`config.mk`:
```
export PLATFORM = sky130hd
export DESIGN_NAME = ct_had_dbginfo_rd_ctrl
export DESIGN_NICKNAME = d
export VERILOG_FILES = /design/src/rtl/ct_had_dbginfo_rd_ctrl_pkg.sv /design/src/rtl/ct_had_dbginfo_rd_ctrl.sv
export SDC_FILE = /design/constraint.sdc
export NUM_CORES = 1
export LEC_CHECK = 0
export BUFFER_PORTS_ARGS = -buffer_cell sky130_fd_sc_hd__buf_2
export CORE_MARGIN = 4
export CORE_UTILIZATION = 45
export DETAILED_ROUTE_END_ITERATION = 8
export PLACE_DENSITY = 0.76
export SLEW_MARGIN = 40
export SYNTH_ARGS = -nofsm -noshare
export SYNTH_HDL_FRONTEND = slang
export SYNTH_SLANG_ARGS = --single-unit
```
`constraint.sdc`:
```
create_clock -name forever_cpuclk -period 2.07 [get_ports forever_cpuclk]
set_input_delay 0 -clock forever_cpuclk [delete_from_list [all_inputs] [get_ports forever_cpuclk]]
set_output_delay 0 -clock forever_cpuclk [all_outputs]
set_load 0.01 [all_outputs]
```
`src/rtl/ct_had_dbginfo_rd_ctrl_pkg.sv`:
```
// Constants shared by the HAD debug-info snapshot FIFO and its read sequencer.
package ct_had_dbginfo_rd_ctrl_pkg;

    localparam int DBG_WIDTH      = 64;
    localparam int DBG_DEPTH      = 6;
    localparam int DBG_RPTR_WIDTH = 3;

    localparam logic [2:0] ST_IDLE  = 3'd0;
    localparam logic [2:0] ST_READ  = 3'd1;
    localparam logic [2:0] ST_LOAD  = 3'd2;
    localparam logic [2:0] ST_VALID = 3'd3;
    localparam logic [2:0] ST_WRAP  = 3'd4;

endpackage

```
`src/rtl/ct_had_dbginfo_rd_ctrl.sv`:
```
// Read sequencer for the debug-info snapshot FIFO: single/burst reads, DR handshake,
// and a mirrored read pointer so the FIFO is never read past the end of a snapshot.
//
// state | meaning
// IDLE  | waiting for a single or burst request
// READ  | FIFO read-enable pulse, advance word index
// LOAD  | capture FIFO registered output
// VALID | word presented to DR consumer until rd_ack
// WRAP  | dead cycle after the last word so the FIFO pointer can wrap
module ct_had_dbginfo_rd_ctrl
    import ct_had_dbginfo_rd_ctrl_pkg::*;
(
    input  logic                 forever_cpuclk,
    input  logic                 cpurst_b,
    input  logic                 ir_dbginfo_rd_req,
    input  logic                 ir_dbginfo_burst_req,
    input  logic [DBG_WIDTH-1:0] dbgfifo2_data,
    output logic                 dbgfifo2_read_ren,
    output logic [DBG_WIDTH-1:0] rd_data,
    output logic                 rd_data_vld,
    input  logic                 rd_ack,
    output logic                 rd_last,
    output logic                 rd_busy,
    output logic                 rd_err,
    input  logic                 rd_err_clr
);

    localparam logic [DBG_RPTR_WIDTH-1:0] WIDX_LAST = DBG_RPTR_WIDTH'(DBG_DEPTH - 1);

    logic [2:0]                state;
    logic [DBG_RPTR_WIDTH-1:0] widx;
    logic                      burst;
    logic                      last_flag;
    logic                      req_any;

    assign req_any = ir_dbginfo_rd_req | ir_dbginfo_burst_req;

    always_ff @(posedge forever_cpuclk or negedge cpurst_b) begin
        if (!cpurst_b) begin
            state     <= ST_IDLE;
            widx      <= '0;
            burst     <= 1'b0;
            last_flag <= 1'b0;
            rd_data   <= '0;
        end else begin
            case (state)
                ST_IDLE: begin
                    if (ir_dbginfo_burst_req) begin
                        state <= ST_READ;
                        burst <= 1'b1;
                    end else if (ir_dbginfo_rd_req) begin
                        state <= ST_READ;
                        burst <= 1'b0;
                    end
                end
                ST_READ: begin
                    if (widx == WIDX_LAST) begin
                        widx      <= '0;
                        last_flag <= 1'b1;
                    end else begin
                        widx      <= widx + 1'b1;
                        last_flag <= 1'b0;
                    end
                    state <= ST_LOAD;
                end
                ST_LOAD: begin
                    rd_data <= dbgfifo2_data;
                    state   <= ST_VALID;
                end
                ST_VALID: begin
                    if (rd_ack) begin
                        if (last_flag) begin
                            state <= ST_WRAP;
                            burst <= 1'b0;
                        end else if (burst) begin
                            state <= ST_READ;
                        end else begin
                            state <= ST_IDLE;
                        end
                    end
                end
                ST_WRAP:  state <= ST_IDLE;
                default:  state <= ST_IDLE;
            endcase
        end
    end

    // A new error outranks a clear arriving in the same cycle.
    always_ff @(posedge forever_cpuclk or negedge cpurst_b) begin
        if (!cpurst_b) begin
            rd_err <= 1'b0;
        end else if (req_any && (state != ST_IDLE)) begin
            rd_err <= 1'b1;
        end else if (rd_err_clr) begin
            rd_err <= 1'b0;
        end
    end

    assign dbgfifo2_read_ren = (state == ST_READ);
    assign rd_data_vld       = (state == ST_VALID);
    assign rd_last           = (state == ST_VALID) & last_flag;
    assign rd_busy           = (state != ST_IDLE);

endmodule
```
# ---- Yosys cells after proc, flatten, opt, wreduce, memory -nomap -nowiden
# Index checks and enable logic that the tools add are counted.
dict set report classes {
  mul 0
  n_lt_le_gt_ge 0
  div_mod_pow 0
  n_mux 15
  add_sub_neg 1
  n_reduce_logical 7
  eq_ne 7
  bitwise_logic 2
  shifts 0
}
# cell count
set ops {}
lappend ops {{$mux W3} 5}
lappend ops {{$pmux W3 S4} 1}
lappend ops {{$mux W1} 8}
lappend ops {{$eq A3 B2 Y1 const B} 2}
lappend ops {{$ne A2 B1 Y1 const B} 2}
lappend ops {{$reduce_and A4 Y1} 1}
lappend ops {{$reduce_bool A2 Y1} 2}
lappend ops {{$add A3 B1 Y3 const B} 1}
lappend ops {{$eq A3 B1 Y1 const B} 1}
lappend ops {{$eq A3 B3 Y1 const B} 1}
lappend ops {{$logic_not A3 Y1} 1}
lappend ops {{$ne A3 B3 Y1 const B} 1}
lappend ops {{$reduce_bool A3 Y1} 1}
lappend ops {{$pmux W1 S2} 1}
lappend ops {{$reduce_and A2 Y1} 1}
lappend ops {{$and A1 B1 Y1} 1}
lappend ops {{$logic_and A1 B1 Y1} 1}
lappend ops {{$or A1 B1 Y1} 1}
dict set report totals {
  register_bits 73
  mem_bits_rw 0
  output_inout_bits 69
  elab_cells 38
  mem_bits_ro 0
  inputBits 70
  n_memories 0
  latch_bits 0
}

# ---- Longest topological paths before layout
dict set report logic_depth {
  depth_word 4
  depth_mapped 5
  mapped_depth_nobuf 4
}

# ---- Worst setup path before layout
# OpenSTA, ideal clock, no wires.
dict set report synth_path {
  path_kind {register -> register}
  startpoint {register state[2]}
  endpoint {register rd_data[0]}
  t_required_ns 1.945
  path_stages_with_launch 6
  setup_ns 0.125
  path_buffers 2
  period_less_slack_ns 1.436
  slack_ns 0.634
  arrival_time_ns 1.311
  path_cell_list {dfrtp_1 > nor2b_2 > and2b_1 > buf_4 > buf_6 > mux2_4}
}
dict set report synth_via {
  elab_chain_cells 1
}
# element line
set synth_lines {}
lappend synth_lines {{start, declared} ct_had_dbginfo_rd_ctrl.sv:30} ;# logic [2:0] state;
lappend synth_lines {{start signal, assigned} ct_had_dbginfo_rd_ctrl.sv:40} ;# state <= ST_IDLE;
lappend synth_lines {{start signal, assigned} ct_had_dbginfo_rd_ctrl.sv:49} ;# state <= ST_READ;
lappend synth_lines {{start signal, assigned} ct_had_dbginfo_rd_ctrl.sv:52} ;# state <= ST_READ;
lappend synth_lines {{$eq A3 B2 Y1} ct_had_dbginfo_rd_ctrl.sv:46} ;# case (state)
lappend synth_lines {{end signal, assigned} ct_had_dbginfo_rd_ctrl.sv:67} ;# rd_data <= dbgfifo2_data;
lappend synth_lines {{end, declared} ct_had_dbginfo_rd_ctrl.sv:19} ;# output logic [DBG_WIDTH-1:0] rd_data,
# Every way passes these cells.
# A chain may end at the register's enable or synchronous reset.

# ---- Worst setup path in the final report
dict set report layout_path {
  startpoint {register state[2]}
  endpoint {register rd_err}
}
dict set report layout_via {
  elab_chain_cells 3
  elab_cells_between_ends 4
  cone_classes {mux (1); reduce/logical (3)}
}
# element line
set layout_lines {}
lappend layout_lines {{$reduce_bool A3 Y1 *} ct_had_dbginfo_rd_ctrl.sv:92} ;# end else if (req_any && (state != ST_IDLE)) begin
lappend layout_lines {{$logic_and A1 B1 Y1 *} ct_had_dbginfo_rd_ctrl.sv:92}
lappend layout_lines {{$mux W1 / $reduce_bool A2 Y1 (equally long branches)} --}
lappend layout_lines {{end signal, assigned} ct_had_dbginfo_rd_ctrl.sv:91} ;# rd_err <= 1'b0;
lappend layout_lines {{end signal, assigned} ct_had_dbginfo_rd_ctrl.sv:93} ;# rd_err <= 1'b1;
lappend layout_lines {{end signal, assigned} ct_had_dbginfo_rd_ctrl.sv:95} ;# rd_err <= 1'b0;
lappend layout_lines {{end, declared} ct_had_dbginfo_rd_ctrl.sv:24} ;# output logic rd_err,
# Mark *: on every way between the ends. The rest lies on a longest branch, timed or not.

==> metrics.txt <==
# TYPE chip_impl_metric gauge
chip_impl_metric{name="per_instance_average_area_after_synthesis",unit="sq um"} 17.33
chip_impl_metric{name="ant_nets",unit=""} 0
chip_impl_metric{name="synthesis.instances",unit=""} 177
chip_impl_metric{name="via_per_inst",unit=""} 4.850
chip_impl_metric{name="placement.setup.worst_slack",unit="ps"} 457.4
chip_impl_metric{name="worst_slew_margin_rel",unit="%"} 57.46
chip_impl_info{name="type_of_destination_of_the_critical_path",value="register"} 1
chip_impl_metric{name="routed-via-count",unit=""} 2299
chip_impl_metric{name="wl",unit="mm"} 8.094
chip_impl_info{name="grt_setup_unrepaired",value="no"} 1
chip_impl_metric{name="final.fill_count",unit=""} 394
chip_impl_metric{name="max-clock-path-buffers",unit=""} 2
chip_impl_metric{name="synthArstFlopShare",unit="%"} 100.0
chip_impl_metric{name="crit_required",unit="ps"} 2290
chip_impl_metric{name="cap_viol_max_count",unit=""} 0
chip_impl_metric{name="critPathMaxFanout",unit=""} 6
chip_impl_metric{name="min_period",unit="ps"} 1732
chip_impl_metric{name="nets_in_the_synthesized_netlist",unit=""} 247
chip_impl_metric{name="grt_pass1_vias",unit=""} 2511
chip_impl_metric{name="n_antenna_cell",unit=""} 0
chip_impl_metric{name="number_of_library_cell_types_mapped_by_synthesis",unit=""} 24
chip_impl_metric{name="setup_viol_count_final",unit=""} 0
chip_impl_metric{name="synth_compound_area_share",unit="%"} 1.224
chip_impl_metric{name="leakagePower",unit="nW"} 2.416
chip_impl_metric{name="highest_achievable_clock_rate",unit="MHz"} 577.5
chip_impl_info{name="rr_startpoint",value="state[2]"} 1
chip_impl_info{name="commonest_non_fill_non_tap_cell_in_the_layout",value="sky130_fd_sc_hd__buf_2"} 1
chip_impl_info{name="yosys-top-cells-area",value="sky130_fd_sc_hd__dfrtp_1 60%, sky130_fd_sc_hd__mux2_4 30%, sky130_fd_sc_hd__buf_6 2.2%, sky130_fd_sc_hd__mux2_2 1.5%, sky130_fd_sc_hd__nor2b_1 0.82%"} 1
chip_impl_metric{name="simple_gate_share_of_the_synthesized_area",unit="%"} 4.366
chip_impl_metric{name="synth_top_area_share",unit="%"} 59.57
chip_impl_metric{name="initial_utilization",unit="%"} 47.22
chip_impl_info{name="largest_family_of_logic_cells_by_synthesized_area",value="multiplexers"} 1
chip_impl_metric{name="yosys_register_bits",unit=""} 73
chip_impl_info{name="timing.critical_path.to",value="rd_err"} 1
chip_impl_metric{name="grt_start_max_net_pins",unit=""} 74
chip_impl_metric{name="remaining_drcs",unit=""} 0
chip_impl_metric{name="floorplan.io_pins",unit=""} 139
chip_impl_info{name="cts_tree",value="done"} 1
chip_impl_metric{name="cts.clk_slew.worst_paths",unit="ps"} 70
chip_impl_metric{name="ys.warnings.count",unit=""} 0
chip_impl_metric{name="final.setup.worst_slack",unit="ps"} 338.4
chip_impl_metric{name="htree_num_levels",unit=""} 3
chip_impl_info{name="r2r_end",value="rd_err"} 1
chip_impl_metric{name="grt_antenna_before_repair",unit=""} 0
chip_impl_metric{name="wire_length_of_the_first_global_routing_pass",unit="mm"} 13.13
chip_impl_metric{name="place.gp.congestion",unit=""} 0.7260
chip_impl_metric{name="reg2regPathDepth",unit=""} 4
chip_impl_metric{name="finish.net_count",unit=""} 462
chip_impl_metric{name="track_usage",unit="%"} 20.55
chip_impl_info{name="yosysTopAreaCell",value="sky130_fd_sc_hd__dfrtp_1"} 1
chip_impl_metric{name="fp-row-count",unit=""} 29
chip_impl_metric{name="synth.mux.area_fraction",unit="%"} 31.82
chip_impl_metric{name="synth-edff-count",unit=""} 0
chip_impl_metric{name="dieArea",unit="sq um"} 8199
chip_impl_metric{name="worst-r2r-setup-slack",unit="ps"} 340
chip_impl_metric{name="timing_hold_violations_final",unit=""} 0
chip_impl_info{name="timing.critical_path.cells",value="or3_1 -> o21ai_0 -> o21ai_0 -> dlygate4sd3_1"} 1
chip_impl_metric{name="area_delta_synth_final",unit="%"} 56.26
chip_impl_info{name="path_common_cell",value="sky130_fd_sc_hd__o21ai_0"} 1
chip_impl_info{name="max_stage_delay_cell_worst_path",value="sky130_fd_sc_hd__dlygate4sd3_1"} 1
chip_impl_metric{name="grt.overflow.total",unit=""} 0
chip_impl_metric{name="final_max_slew_viol_count",unit=""} 0
chip_impl_info{name="clock_tree.root_cell",value="sky130_fd_sc_hd__clkbuf_8"} 1
chip_impl_metric{name="worst_slew_pin_slew",unit="ps"} 638.1
chip_impl_metric{name="detail_route.first_pass.iterations",unit=""} 4
chip_impl_metric{name="io_buffer_count",unit=""} 138
chip_impl_metric{name="dp_hpwl",unit="mm"} 4.839
chip_impl_metric{name="clock_sinks",unit=""} 73
chip_impl_metric{name="tns",unit="ps"} 0
chip_impl_metric{name="detail_route.iter0.violations",unit=""} 66
chip_impl_info{name="mostFrequentLayoutCells",value="137 x sky130_fd_sc_hd__buf_2, 73 x sky130_fd_sc_hd__dfrtp_1, 70 x sky130_fd_sc_hd__dlygate4sd3_1, 62 x sky130_fd_sc_hd__mux2_4, 10 x sky130_fd_sc_hd__clkbuf_8"} 1
chip_impl_info{name="crit_path_start",value="state[2]"} 1
chip_impl_metric{name="finClkSkew",unit="ps"} 8.430
chip_impl_metric{name="peak_ir_drop_on_the_vdd_network",unit="mV"} 0.7171
chip_impl_info{name="critPathLaunchType",value="register"} 1
chip_impl_info{name="min_path_type",value="input port to register"} 1
chip_impl_metric{name="synth_fa_ha_area_share",unit="%"} 0
chip_impl_metric{name="timing.final.crit_share",unit="%"} 83.65
chip_impl_info{name="ys.flop_type",value="sky130_fd_sc_hd__dfrtp_1"} 1
chip_impl_metric{name="wl_per_cell",unit="um"} 17.08
chip_impl_metric{name="floorplan.core_area",unit="sq um"} 6495
chip_impl_metric{name="power-per-cell-area",unit="nW/um^2"} 1533
chip_impl_metric{name="fraction_of_synthesized_cell_area_in_xor_and_xnor_cells",unit="%"} 0.2856
chip_impl_metric{name="syn_area",unit="sq um"} 3067
chip_impl_metric{name="post_route_cells_drive_above_1_share",unit="%"} 57.18
chip_impl_metric{name="clk_latency",unit="ps"} 340
chip_impl_metric{name="cts_buffers",unit=""} 9
chip_impl_metric{name="share_of_the_yosys_chip_area_belonging_to_registers",unit="%"} 59.57
chip_impl_metric{name="cp.arrival",unit="ps"} 1950
chip_impl_metric{name="die_height",unit="um"} 90.55
chip_impl_info{name="status",value="finished clean"} 1
chip_impl_metric{name="floorplan.die.width",unit="um"} 90.55
chip_impl_info{name="criticalPathCategory",value="register to register"} 1
chip_impl_metric{name="crit_path_max_incr_delay",unit="ps"} 550
per-layer routing:
layer  up-vias  GRT usage [%]  routed length [um]
met5         -              0                   0
li1       1052              -                   -
met1      1139          24.51                3424
met4         0          6.122                 138
met2        94          34.84                4022
met3        14          7.333                 508
report_power, final:
part	switching (mW)	total, mW	internal, mW
clock network	0.507	1.34	0.832
logic	1.37	3.41	2.03
registers	0.447	2.60	2.15
total	2.33	7.34	5.02
area by class of cell:
cell class | count | area [sq um] | share of cell area (%)
Clock inverter | 5 | 102.6 | 2.141
Tap cell | 77 | 96.34 | 2.010
Inverter | 2 | 8.758 | 0.1828
Sequential cell | 73 | 1827 | 38.12
Clock buffer | 11 | 141.4 | 2.950
Timing Repair Buffer | 211 | 1458 | 30.42
Multi-Input combinational cell | 95 | 1159 | 24.18
worst min path at each step:
stage | startpoint | endpoint | cells past startpoint
floorplan | cpurst_b | burst | 0
global placement | cpurst_b | rd_data[56] | 1
detailed placement | cpurst_b | rd_data[58] | 1
CTS | ir_dbginfo_rd_req | burst | 4
global route | ir_dbginfo_rd_req | burst | 4
finish | ir_dbginfo_rd_req | burst | 4
critical path: cells and delay by family, from the launching register on:
kind	cells	cell delay [ps]
flip-flops	1	450
AND/OR/NAND/NOR	1	440
AO/OA/AOI/OAI	2	170
buffers and inverters	1	550
what timing repair did:
| item | 4_1_cts | 5_1_grt |
|---|---|---|
| endpoints found under the setup margin | 0 | 0 |
| hold endpoints to repair | 141 | 0 |
| buffers inserted | 0 | 0 |
| hold buffers | 70 | 0 |
| gates resized for setup | 0 | 0 |
cell usage after synthesis, types with 2 or more instances:
library cell	count
sky130_fd_sc_hd__and3_1	2
sky130_fd_sc_hd__nor2_1	2
sky130_fd_sc_hd__mux2_2	4
sky130_fd_sc_hd__mux2_4	62
sky130_fd_sc_hd__nor2b_1	4
sky130_fd_sc_hd__dfrtp_1	73
sky130_fd_sc_hd__nand2_1	4
sky130_fd_sc_hd__buf_6	6
sky130_fd_sc_hd__o21ai_0	5
logic make-up (layout without fill, tap and decap cells):
family / Yosys count / after routing
buffers and inverters: 9 / 229
AOI/OAI and AO/OA: 7 / 7
and+or+nand+nor: 21 / 21
DFF: 73 / 73
xor gates and xnor gates: 1 / 1
muxes: 66 / 66
through the flow:
stage                     instance area (sq um)  hold WS (ps)  power, mW  instances  utilization, %
after global placement                     3844         186.9      5.755        388           59.18
after global routing                       4792         143.9      7.753        474           73.78
after floorplan                            3067        -295.6      4.781        177               -
after detailed placement                   3847         60.11      5.860        388           59.24
final                                      4792         75.00      7.345        474           73.78
after CTS                                  4792         50.38      7.377        474           73.78
registers in the layout (all words and copies together) (netlist names):
register	count
rd_data	64
burst	1
state	3
widx	3
rd_err	1
last_flag	1
Power figures use the tool's default switching activity.
